<file path="config.mk">
export PLATFORM = sky130hd
export DESIGN_NAME = packet_receiver
export DESIGN_NICKNAME = d
export VERILOG_FILES = /design/src/rtl/packet_receiver.sv
export SDC_FILE = /design/constraint.sdc
export NUM_CORES = 1
export LEC_CHECK = 0
export ABC_CLOCK_PERIOD_IN_PS = 7600
export BUFFER_PORTS_ARGS = -buffer_cell sky130_fd_sc_hd__buf_2
export CORE_ASPECT_RATIO = 1.5
export CORE_MARGIN = 4
export CORE_UTILIZATION = 45
export CTS_CLUSTER_DIAMETER = 120
export DETAILED_ROUTE_END_ITERATION = 7
export GPL_TIMING_DRIVEN = 1
export SLEW_MARGIN = 20
export SYNTH_ARGS = -nofsm -noshare
export SYNTH_HDL_FRONTEND = slang
export SYNTH_SLANG_ARGS = --single-unit
</file>
<file path="constraint.sdc">
create_clock -name clock -period 7.6 [get_ports clock]
set_input_delay 1.14 -clock clock [delete_from_list [all_inputs] [get_ports clock]]
set_output_delay 1.14 -clock clock [all_outputs]
set_load 0.01 [all_outputs]
</file>
<file path="src/rtl/packet_receiver.sv">
// packet_receiver: checks framed link bytes and publishes the payload into a double-buffered 64-byte packet memory.
// Latency: new/error pulses one cycle after the deciding byte's edge; read data one cycle after the index is sampled.
// Backpressure: none; one byte is consumed on every rx_valid cycle, and the block never stalls the link.
//
// Ports:
//   clock, reset_n               : rising-edge clock, synchronous active-low reset
//   rx_data, rx_valid            : incoming link byte stream (SYNC, LEN, payload, CHK)
//   incoming_packet_read_index   : byte address into the published packet
//   incoming_packet_read_data    : registered read data (00 beyond the published length)
//   incoming_packet_new          : one-cycle pulse when a packet is published
//   incoming_packet_length       : payload length of the published packet (0..64)
//   frame_error                  : one-cycle pulse when a frame is dropped
//   busy                         : high while a frame is in progress
module packet_receiver #(
    parameter logic [7:0]  SYNC_BYTE      = 8'hA5,
    parameter int unsigned TIMEOUT_CYCLES = 1024,
    parameter int unsigned TIMEOUT_WIDTH  = 11
) (
    input  logic       clock,
    input  logic       reset_n,
    input  logic [7:0] rx_data,
    input  logic       rx_valid,
    input  logic [5:0] incoming_packet_read_index,
    output logic [7:0] incoming_packet_read_data,
    output logic       incoming_packet_new,
    output logic [6:0] incoming_packet_length,
    output logic       frame_error,
    output logic       busy
);

    typedef enum logic [1:0] {
        S_IDLE    = 2'd0,
        S_LEN     = 2'd1,
        S_PAYLOAD = 2'd2,
        S_CHECK   = 2'd3
    } state_t;

    localparam logic [TIMEOUT_WIDTH-1:0] TMO_LAST = TIMEOUT_WIDTH'(TIMEOUT_CYCLES - 1);
    localparam logic [TIMEOUT_WIDTH-1:0] TMO_ONE  = TIMEOUT_WIDTH'(1);

    state_t                   state_q, state_d;
    logic [6:0]               len_q, len_d;          // LEN of the frame in progress
    logic [5:0]               cnt_q, cnt_d;          // payload bytes received so far
    logic [7:0]               chk_q, chk_d;          // running XOR of LEN and payload
    logic [TIMEOUT_WIDTH-1:0] tmo_q, tmo_d;          // idle clocks since the last byte
    logic                     bank_q, bank_d;        // read bank; write bank is its inverse
    logic [6:0]               pkt_len_q, pkt_len_d;  // published length
    logic                     new_q, new_d;
    logic                     err_q, err_d;
    logic                     busy_q;
    logic [7:0]               rd_q;

    // Two 64-byte banks addressed as {bank, index}; deliberately not reset.
    logic [7:0] mem [0:127];
    logic       mem_we;

    logic       len_ok;
    logic       last_byte;
    logic       tmo_expire;
    logic       rd_in_range;

    assign len_ok      = (rx_data != 8'd0) && (rx_data <= 8'd64);
    assign last_byte   = ({1'b0, cnt_q} == (len_q - 7'd1));
    assign tmo_expire  = (tmo_q == TMO_LAST);
    assign rd_in_range = ({1'b0, incoming_packet_read_index} < pkt_len_q);

    // Next-state and decision logic.
    always_comb begin
        state_d   = state_q;
        len_d     = len_q;
        cnt_d     = cnt_q;
        chk_d     = chk_q;
        bank_d    = bank_q;
        pkt_len_d = pkt_len_q;
        tmo_d     = '0;
        new_d     = 1'b0;
        err_d     = 1'b0;
        mem_we    = 1'b0;

        case (state_q)
            S_IDLE: begin
                // Anything other than the sync marker is line noise.
                if (rx_valid && (rx_data == SYNC_BYTE)) begin
                    state_d = S_LEN;
                end
            end
            S_LEN: begin
                if (rx_valid) begin
                    if (len_ok) begin
                        len_d   = rx_data[6:0];
                        chk_d   = rx_data;
                        cnt_d   = '0;
                        state_d = S_PAYLOAD;
                    end else begin
                        err_d   = 1'b1;
                        state_d = S_IDLE;
                    end
                end
            end
            S_PAYLOAD: begin
                if (rx_valid) begin
                    mem_we = 1'b1;
                    chk_d  = chk_q ^ rx_data;
                    cnt_d  = cnt_q + 6'd1;
                    if (last_byte) begin
                        state_d = S_CHECK;
                    end
                end
            end
            S_CHECK: begin
                if (rx_valid) begin
                    state_d = S_IDLE;
                    if (rx_data == chk_q) begin
                        // Publish: the freshly written bank becomes readable.
                        new_d     = 1'b1;
                        bank_d    = ~bank_q;
                        pkt_len_d = len_q;
                    end else begin
                        err_d = 1'b1;
                    end
                end
            end
            default: begin
                state_d = S_IDLE;
            end
        endcase

        // Inter-byte timeout inside a frame. A byte on the expiry cycle
        // takes priority: the counter simply clears via the default above.
        if ((state_q != S_IDLE) && !rx_valid) begin
            if (tmo_expire) begin
                state_d = S_IDLE;
                err_d   = 1'b1;
            end else begin
                tmo_d = tmo_q + TMO_ONE;
            end
        end
    end

    // FSM and registered outputs.
    always_ff @(posedge clock) begin
        if (!reset_n) begin
            state_q   <= S_IDLE;
            len_q     <= '0;
            cnt_q     <= '0;
            chk_q     <= '0;
            tmo_q     <= '0;
            bank_q    <= 1'b0;
            pkt_len_q <= '0;
            new_q     <= 1'b0;
            err_q     <= 1'b0;
            busy_q    <= 1'b0;
            rd_q      <= 8'h00;
        end else begin
            state_q   <= state_d;
            len_q     <= len_d;
            cnt_q     <= cnt_d;
            chk_q     <= chk_d;
            tmo_q     <= tmo_d;
            bank_q    <= bank_d;
            pkt_len_q <= pkt_len_d;
            new_q     <= new_d;
            err_q     <= err_d;
            busy_q    <= (state_d != S_IDLE);
            // Uses the bank/length in effect at this edge, so a read sampled
            // during the publish pulse already sees the new packet.
            rd_q      <= rd_in_range ? mem[{bank_q, incoming_packet_read_index}] : 8'h00;
        end
    end

    // Payload always lands in the unpublished bank.
    always_ff @(posedge clock) begin
        if (mem_we && reset_n) begin
            mem[{~bank_q, cnt_q}] <= rx_data;
        end
    end

    assign incoming_packet_read_data = rd_q;
    assign incoming_packet_new       = new_q;
    assign incoming_packet_length    = pkt_len_q;
    assign frame_error               = err_q;
    assign busy                      = busy_q;

endmodule

</file>
==> summary.txt, run 1 <==
Run status
  • Run status: completed

Clocking
  • Number of buffers added for setup after CTS: 0
  • CTS tree: done
  • Hold buffer count at cts: 0
  • Clock root buffer: sky130_fd_sc_hd__clkbuf_16
  • Number of buffers added by the clock tree synthesis step: 95
  • Worst-path clk slew: approximately 0.070 ns
  • Buffers from clock root to sink, at most: 3
  • Clock latency on the worst-skew pair: between 0.6 and 0.7 ns
  • Total clock sinks: around 1100
  • Maximum level of the CTS H-tree: 3
  • CTS-repair resized insts: 0

STA
  • Maximum frequency from static timing analysis: roughly 0.26 GHz
  • Count of endpoints failing hold in the final timing report: 0
  • Total Neg Setup Slack: 0 ns
  • Max-Slew Margin vs Limit: a little under a quarter
  • Min cycle time layout: 3.90 ns
  • Tightest Pin Transition: approximately 1.1 ns
  • Total setup violations reported at the end of the flow: 0
  • Final worst hold slack: ~0.45 ns
  • Worst Skew: approximately 0.025 ns
  • Unrepaired setup endpoints after global routing: false
  • Fin crit share: between 50% and 60%
  • Slew Viols, Final: 0

Placement
  • Instance count after placement with tap cells included: 3358
  • Total half-perimeter wirelength after legalization and detailed placement: approximately 66000 um
  • Area of placed instances: 43800 um^2
  • Port Buffer Count: 34
  • Routability cong.: 0.815

Global routing
  • Initial antenna violation count: 0
  • Global-route congestion overflow total: 0
  • Via count of the first global-routing pass: 22067
  • First-pass GRT wire length: 156000 um
  • Pin count of the biggest net entering global routing: between 100 and 150
  • Overall track demand over capacity in global routing: between 20% and 30%

Route
  • Total wirelength of the detailed-routed design: approximately 110000 um
  • Drt via density: 6.02
  • Routed length per placed instance: between 30 and 40 um
  • Residual DRC: 0
  • Antenna Violating Nets Remaining: 0
  • Iteration-0 DRC count of the detailed router: just over 2000
  • Vias: around 21000
  • Drt first pass iters: 8

Worst setup path
  • Critical Path Fanout Max: about 70
  • CP endpoint kind: register
  • Buffering stage count on the worst path with inverters included: 2
  • Data required time of the worst path: ~8.2 ns
  • Cells along the critical path: buf_8 > buf_4 > mux4_2 > mux4_2 > nor2_1 > nor4_1 > or3_1
  • Crit Path Category: in -> reg
  • Critical path's top delay family: multiplexers
  • Largest stage delay, worst path: between 0.6 and 0.7 ns
  • Most Frequent Cell on Critical Path: sky130_fd_sc_hd__mux4_2
  • Arrival @ worst endpoint: approximately 4.5 ns
  • Cell type of the slowest stage on the worst timing path: sky130_fd_sc_hd__mux4_2
  • Startpoint kind of the worst setup timing path: input pin
  • Register-to-register setup slack: about 4.4 ns

Floorplanning
  • Die area: ~99000 um^2
  • DIE WIDTH: between 200 and 300 um
  • Cell row count: between 100 and 150
  • Die height: between 300 and 400 um
  • Top-level port count: 35
  • Core Area: between 90000 and 100000 um^2
  • Initial core utilization: a little under half

Synth
  • Post-synthesis sequential area ratio: roughly 75%
  • Top-count cell post-synth: sky130_fd_sc_hd__edfxtp_1
  • Main area contributors after synthesis: sky130_fd_sc_hd__edfxtp_1, sky130_fd_sc_hd__mux4_2, sky130_fd_sc_hd__dfxtp_1
  • Post-synthesis register bit count: roughly 1100
  • Average cell area after synthesis: approximately 20 um^2
  • Post-synthesis instance total: between 2000 and 2500
  • Commonest cells in the netlist: sky130_fd_sc_hd__edfxtp_1, sky130_fd_sc_hd__mux4_2, sky130_fd_sc_hd__nor2_1
  • Share of flip-flops with an asynchronous set or reset after synthesis: 0%
  • Area share of the leading cell type in the synthesized netlist: between 70% and 80%
  • Number of flops mapped to enable cells by yosys: about 1000
  • Post-synth design cell area: between 40000 and 50000 um^2
  • Commonest register cell after synthesis: sky130_fd_sc_hd__edfxtp_1
  • Nets in the synthesized netlist: roughly 2200
  • Largest area contributor in the synthesized netlist: sky130_fd_sc_hd__edfxtp_1
  • Synthesis Warnings: 0
  • Post-synthesis cell type count: between 60 and 70

Pwr
  • Pleak: between 10 and 15 nW
  • Power density over cell area: approximately 260 nW/um^2
  • Power, Total: around 0.012 W
  • IR drop worst, VDD: 0.000185 V

Cells and area
  • Fraction of layout instances using a drive strength above 1: 21.2%
  • Design Area, Final: between 40000 and 50000 um^2
  • Storage cell area: 31800 um^2
  • Layout net count: 2229
  • Area of combinational cells with multiple inputs: roughly 10000 um^2
  • Number of standard cells in the layout, taps in and fillers out: about 3500
  • Antenna fix cells: 0
  • Area growth from synthesis to layout: 10.9%
  • Layout filler cell count: roughly 7500

Hold path
  • Hold/Removal Path Class: reg -> reg

Job
  • Maximum capacitance violations: 0
==> power breakdown <==
group / internal [W] / switching, W
Combinational: 0.000185 / 0.000353
Clock: 0.00288 / 0.00214
Sequential: 0.00649 / 0.00000289
Total: 0.00955 / 0.00249
==> worst register-to-register path, stage by stage (launching register included) <==
cell and delay, ns:
sky130_fd_sc_hd__dfxtp_1 0.31, sky130_fd_sc_hd__buf_4 0.24, sky130_fd_sc_hd__nor2b_1 0.93, sky130_fd_sc_hd__nand3_1 0.47, sky130_fd_sc_hd__nor2b_1 0.85
==> per-stage QoR <==
step / util [%] / worst slack (ns)
after floorplan: - / 4.49
after global placement: 47.0 / 2.91
after global routing: 50.4 / 3.59
final: 50.4 / 3.70
after detailed placement: 47.0 / 2.92
after CTS: 50.4 / 3.66
==> state kept, by name, indices dropped and copies added (netlist names) <==
signal / cells
bank_q: 1
busy: 1
chk_q: 8
cnt_q: 6
frame_error: 1
incoming_packet_length: 7
incoming_packet_new: 1
incoming_packet_read_data: 8
len_q: 7
mem: 1024
state_q: 2
tmo_q: 11
==> cells by family (layout without fill, tap and decap cells) <==
| group | count (synthesis) | in the layout | synth area share, % |
|---|---|---|---|
| AO/OA/AOI/OAI | 190 | 190 | 3.15 |
| XOR/XNOR | 26 | 26 | 0.537 |
| adder cells (fa/ha/maj) | 8 | 8 | 0.236 |
| buffers and inverters | 135 | 261 | 1.89 |
| flip-flops | 1077 | 1077 | 75.0 |
| multiplexers | 309 | 309 | 14.7 |
| AND/OR/NAND/NOR | 412 | 412 | 4.49 |
==> placed cells by master (no fill, tap or decap), types with 22 or more instances in the layout <==
master,count
sky130_fd_sc_hd__nor2_1,179
sky130_fd_sc_hd__mux2i_1,55
sky130_fd_sc_hd__nand3_1,46
sky130_fd_sc_hd__clkinv_1,22
sky130_fd_sc_hd__buf_4,43
sky130_fd_sc_hd__edfxtp_1,1024
sky130_fd_sc_hd__buf_2,24
sky130_fd_sc_hd__nand2_1,80
sky130_fd_sc_hd__a22oi_1,30
sky130_fd_sc_hd__dfxtp_1,53
sky130_fd_sc_hd__a21oi_1,33
sky130_fd_sc_hd__mux4_2,249
sky130_fd_sc_hd__clkbuf_16,99
==> final timing paths <==
kind	end	depth (start not counted)	startpoint
max	incoming_packet_read_data[4]$_SDFF_PN0_	7	incoming_packet_read_index[0]
min	tmo_q[0]$_SDFF_PP0_	1	tmo_q[0]$_SDFF_PP0_
max reg2reg	mem[80][7]$_DFFE_PP_	4	cnt_q[4]$_SDFFE_PN0P_
min reg2reg	tmo_q[0]$_SDFF_PP0_	1	tmo_q[0]$_SDFF_PP0_
==> layer usage <==
metal / vias up / GRT usage, % / wire length, um
met2: 816 / 38.8 / 57100
met3: 163 / 3.61 / 6340
met1: 11352 / 27.1 / 40300
met4: 0 / 6.94 / 3380
li1: 8927 / - / -
met5: - / 0 / 0
==> layout make-up <==
| type | instances | share of cell area, % |
|---|---|---|
| Tap cell | 1251 | 3.33 |
| Clock inverter | 56 | 1.30 |
| Multi-Input combinational cell | 945 | 20.9 |
| Clock buffer | 120 | 5.56 |
| Timing Repair Buffer | 74 | 1.20 |
| Inverter | 11 | 0.0878 |
| Sequential cell | 1077 | 67.7 |
(Power assumes the default switching activity.)
==> inputs of run 2 (changes only) <==
ABC_CLOCK_PERIOD_IN_PS = 3200   (was 7600)
clock period = 3.2 ns   (was 7.6 ns; I/O delays follow)
==> run 2 against run 1 <==
  * Hold slack worse by 0.24 ns
  * Die area unchanged
  * Utilization up 2.2 points
  * Global-route usage up 0.65 points
==> summary.txt, run 2 (same netlist as run 1, synthesis figures left out) <==
Cells and area
  • Layout filler cell count: 7404 (-1.9%)
  • Most common cell after layout, fill and taps aside: sky130_fd_sc_hd__edfxtp_1
  • Area of combinational cells with multiple inputs: 9790 um^2 (-0.25%)
  • Highest-count cells in the layout ignoring fill and taps: sky130_fd_sc_hd__edfxtp_1, sky130_fd_sc_hd__buf_4, sky130_fd_sc_hd__mux4_2
  • Area growth from synthesis to layout: 15.7%
  • Fraction of layout instances using a drive strength above 1: 29.4% (+8.2 points)
  • Number of standard cells in the layout, taps in and fillers out: 3792 (+7.3%)
  • Antenna fix cells: 0 (unchanged)
  • Largest reg by FF count: mem
  • Largest registers in the final layout: mem: 1024 flops, tmo_q: 11 flops
  • Utilization of the core after routing: 52.6% (+2.2 points)
  • Design Area, Final: 49000 um^2 (+4.3%)
  • Layout net count: 2486 (+12%)
  • Storage cell area: 31800 um^2 (unchanged)
  • Number of flip-flops under the largest register name: 1024 (unchanged)

Global routing
  • Pin count of the biggest net entering global routing: 121 (+15%)
  • First-pass GRT wire length: 162000 um (+3.5%)
  • Via count of the first global-routing pass: 23167 (+5.0%)
  • Initial antenna violation count: 1 (+1)
  • Overall track demand over capacity in global routing: 22.3% (+0.65 points)
  • Global-route congestion overflow total: 0 (unchanged)

Hold path
  • Hold/Removal Path Class: in -> reg

Route
  • Drt via density: 5.86 (-2.5%)
  • Vias: 22239 (+4.6%)
  • Highest metal layer used by the detailed router: met4
  • Routed length per placed instance: 28.9 um (-4.6%)
  • Total wirelength of the detailed-routed design: 110000 um (+2.4%)
  • Amount of wire on met2 after detailed routing: 58100 um (+1.8%)
  • Post-Route M1 WL: 41200 um (+2.3%)
  • Residual DRC: 0 (unchanged)
  • Met3 Routed Length: 6530 um (+2.9%)
  • Drt first pass iters: 6 (-2)
  • Iteration-0 DRC count of the detailed router: 2316 (+13%)
  • Antenna Violating Nets Remaining: 0 (unchanged)

Worst setup path
  • Launch instance of the worst register-to-register path: incoming_packet_length[4]$_SDFFE_PN0P_
  • Startpoint kind of the worst setup timing path: register
  • Reg-to-reg endpoint: incoming_packet_read_data[1]$_SDFF_PN0_
  • Cells along the critical path: inv_1 > ha_1 > a21o_1 > a21oi_1 > o221a_2 > nand3_1 > a2111oi_0 > or3_1
  • Largest stage delay, worst path: 0.85 ns (+0.23 ns)
  • Data required time of the worst path: 3.83 ns (-4.33 ns)
  • Arrival @ worst endpoint: 3.30 ns (-1.17 ns)
  • Register-to-register setup slack: 0.53 ns (-3.88 ns)
  • Crit path from: incoming_packet_length[4]$_SDFFE_PN0P_
  • Destination of the critical timing path: incoming_packet_read_data[1]$_SDFF_PN0_
  • Cell type of the slowest stage on the worst timing path: sky130_fd_sc_hd__a2111oi_0
  • CP endpoint kind: register
  • Crit Path Category: reg -> reg
  • Worst-case reg-to-reg path depth: 8 (+4)
  • Critical Path Fanout Max: 7 (-90%)

STA
  • Maximum frequency from static timing analysis: between 0.3 and 0.4 GHz
  • Slew Viols, Final: 0 (unchanged)
  • Tightest Pin Transition: 1.00 ns (-0.139 ns)
  • Fin crit share: between 80% and 90%
  • Max-Slew Margin vs Limit: 31.3% (+7.7 points)
  • Unrepaired setup endpoints after global routing: false
  • Total setup violations reported at the end of the flow: 0 (unchanged)
  • Min cycle time layout: 2.67 ns
  • Worst Skew: 0.0269 ns (+0.00220 ns)
  • Count of endpoints failing hold in the final timing report: 0 (unchanged)
  • Total Neg Setup Slack: 0 ns (unchanged)

Placement
  • Area of placed instances: 45800 um^2 (+4.7%)
  • Instance count after placement with tap cells included: 3613 (+7.6%)
  • Routability cong.: 0.872 (+6.9%)
  • Total half-perimeter wirelength after legalization and detailed placement: 72900 um (+9.7%)
  • Port Buffer Count: 34 (unchanged)

Clocking
  • Clock latency on the worst-skew pair: 0.68 ns (about the same)
  • Worst-path clk slew: 0.07 ns (about the same)
  • Number of buffers added by the clock tree synthesis step: 97 (+2.1%)
  • Maximum level of the CTS H-tree: 3 (unchanged)
  • Number of buffers added for setup after CTS: 0 (unchanged)
  • CTS-repair resized insts: 0 (unchanged)
  • Clock root buffer: sky130_fd_sc_hd__clkbuf_16
  • Hold buffer count at cts: 0 (unchanged)
  • CTS tree: done
  • Total clock sinks: 1077 (unchanged)
  • Buffers from clock root to sink, at most: 3 (unchanged)

Pwr
  • IR drop worst, VDD: 0.000422 V (+130%)
  • Pleak: 15.9 nW (+9.4%)
  • Power, Total: 0.0286 W (+140%)
  • Power density over cell area: 583 nW/um^2 (+130%)

Run status
  • Run status: completed

Floorplanning
  • Core Area: 93200 um^2 (unchanged)
  • Die area: 99300 um^2 (unchanged)
  • Cell row count: 137 (unchanged)
  • Top-level port count: 35 (unchanged)
  • Die height: 384 um (unchanged)
  • Initial core utilization: 45.5% (unchanged)
  • DIE WIDTH: 259 um (unchanged)

Job
  • Maximum capacitance violations: 0 (unchanged)
## run 2: how the worst min path moves through the flow
| stage | startpoint | end | cells after the start |
|---|---|---|---|
| 5_1_grt | rx_data[0] | mem[89][0]$_DFFE_PP_ | 1 |
| 6_report | reset_n | cnt_q[0]$_SDFFE_PN0P_ | 3 |
| 4_1_cts | rx_data[0] | mem[90][0]$_DFFE_PP_ | 1 |
| 3_5_place_dp | tmo_q[0]$_SDFF_PP0_ | tmo_q[0]$_SDFF_PP0_ | 1 |
| 2_1_floorplan | tmo_q[0]$_SDFF_PP0_ | tmo_q[0]$_SDFF_PP0_ | 1 |
| 3_3_place_gp | tmo_q[0]$_SDFF_PP0_ | tmo_q[0]$_SDFF_PP0_ | 1 |
## run 2: worst max-delay path, delay by kind of cell, from the launching register on
family          cells  cell delay, ns
simple gates        2            0.40
buf+inv             1            0.05
compound gates      4            1.52
flops               1            0.36
fa+ha+maj           1            0.29
## run 2: layout make-up
class                      count  area share [%]
sequential                  1077            64.9
clock buffer                 116            5.24
tap                         1251            3.19
inverter                      11          0.0842
multi-input combinational    945            20.0
clock inverter                63            1.29
timing repair buffer         329            5.38
## run 2: stage by stage
step | hold slack, ns | worst slack (ns)
floorplan | 0.418 | 0.755
global placement | 0.424 | -0.0267
detailed placement | 0.440 | -0.0305
CTS | 0.156 | 0.510
global route | 0.191 | 0.411
finish | 0.213 | 0.527
## run 2: power breakdown
group	switching (W)	internal, W
clock network	0.00512	0.00664
logic	0.000866	0.000532
registers	0.00000887	0.0154
## run 2: metal layers
layer,vias to the layer above,track usage [%]
met4,0,7.70
met3,170,3.36
met1,11811,28.4
met2,822,39.4
li1,9436,-
met5,-,0
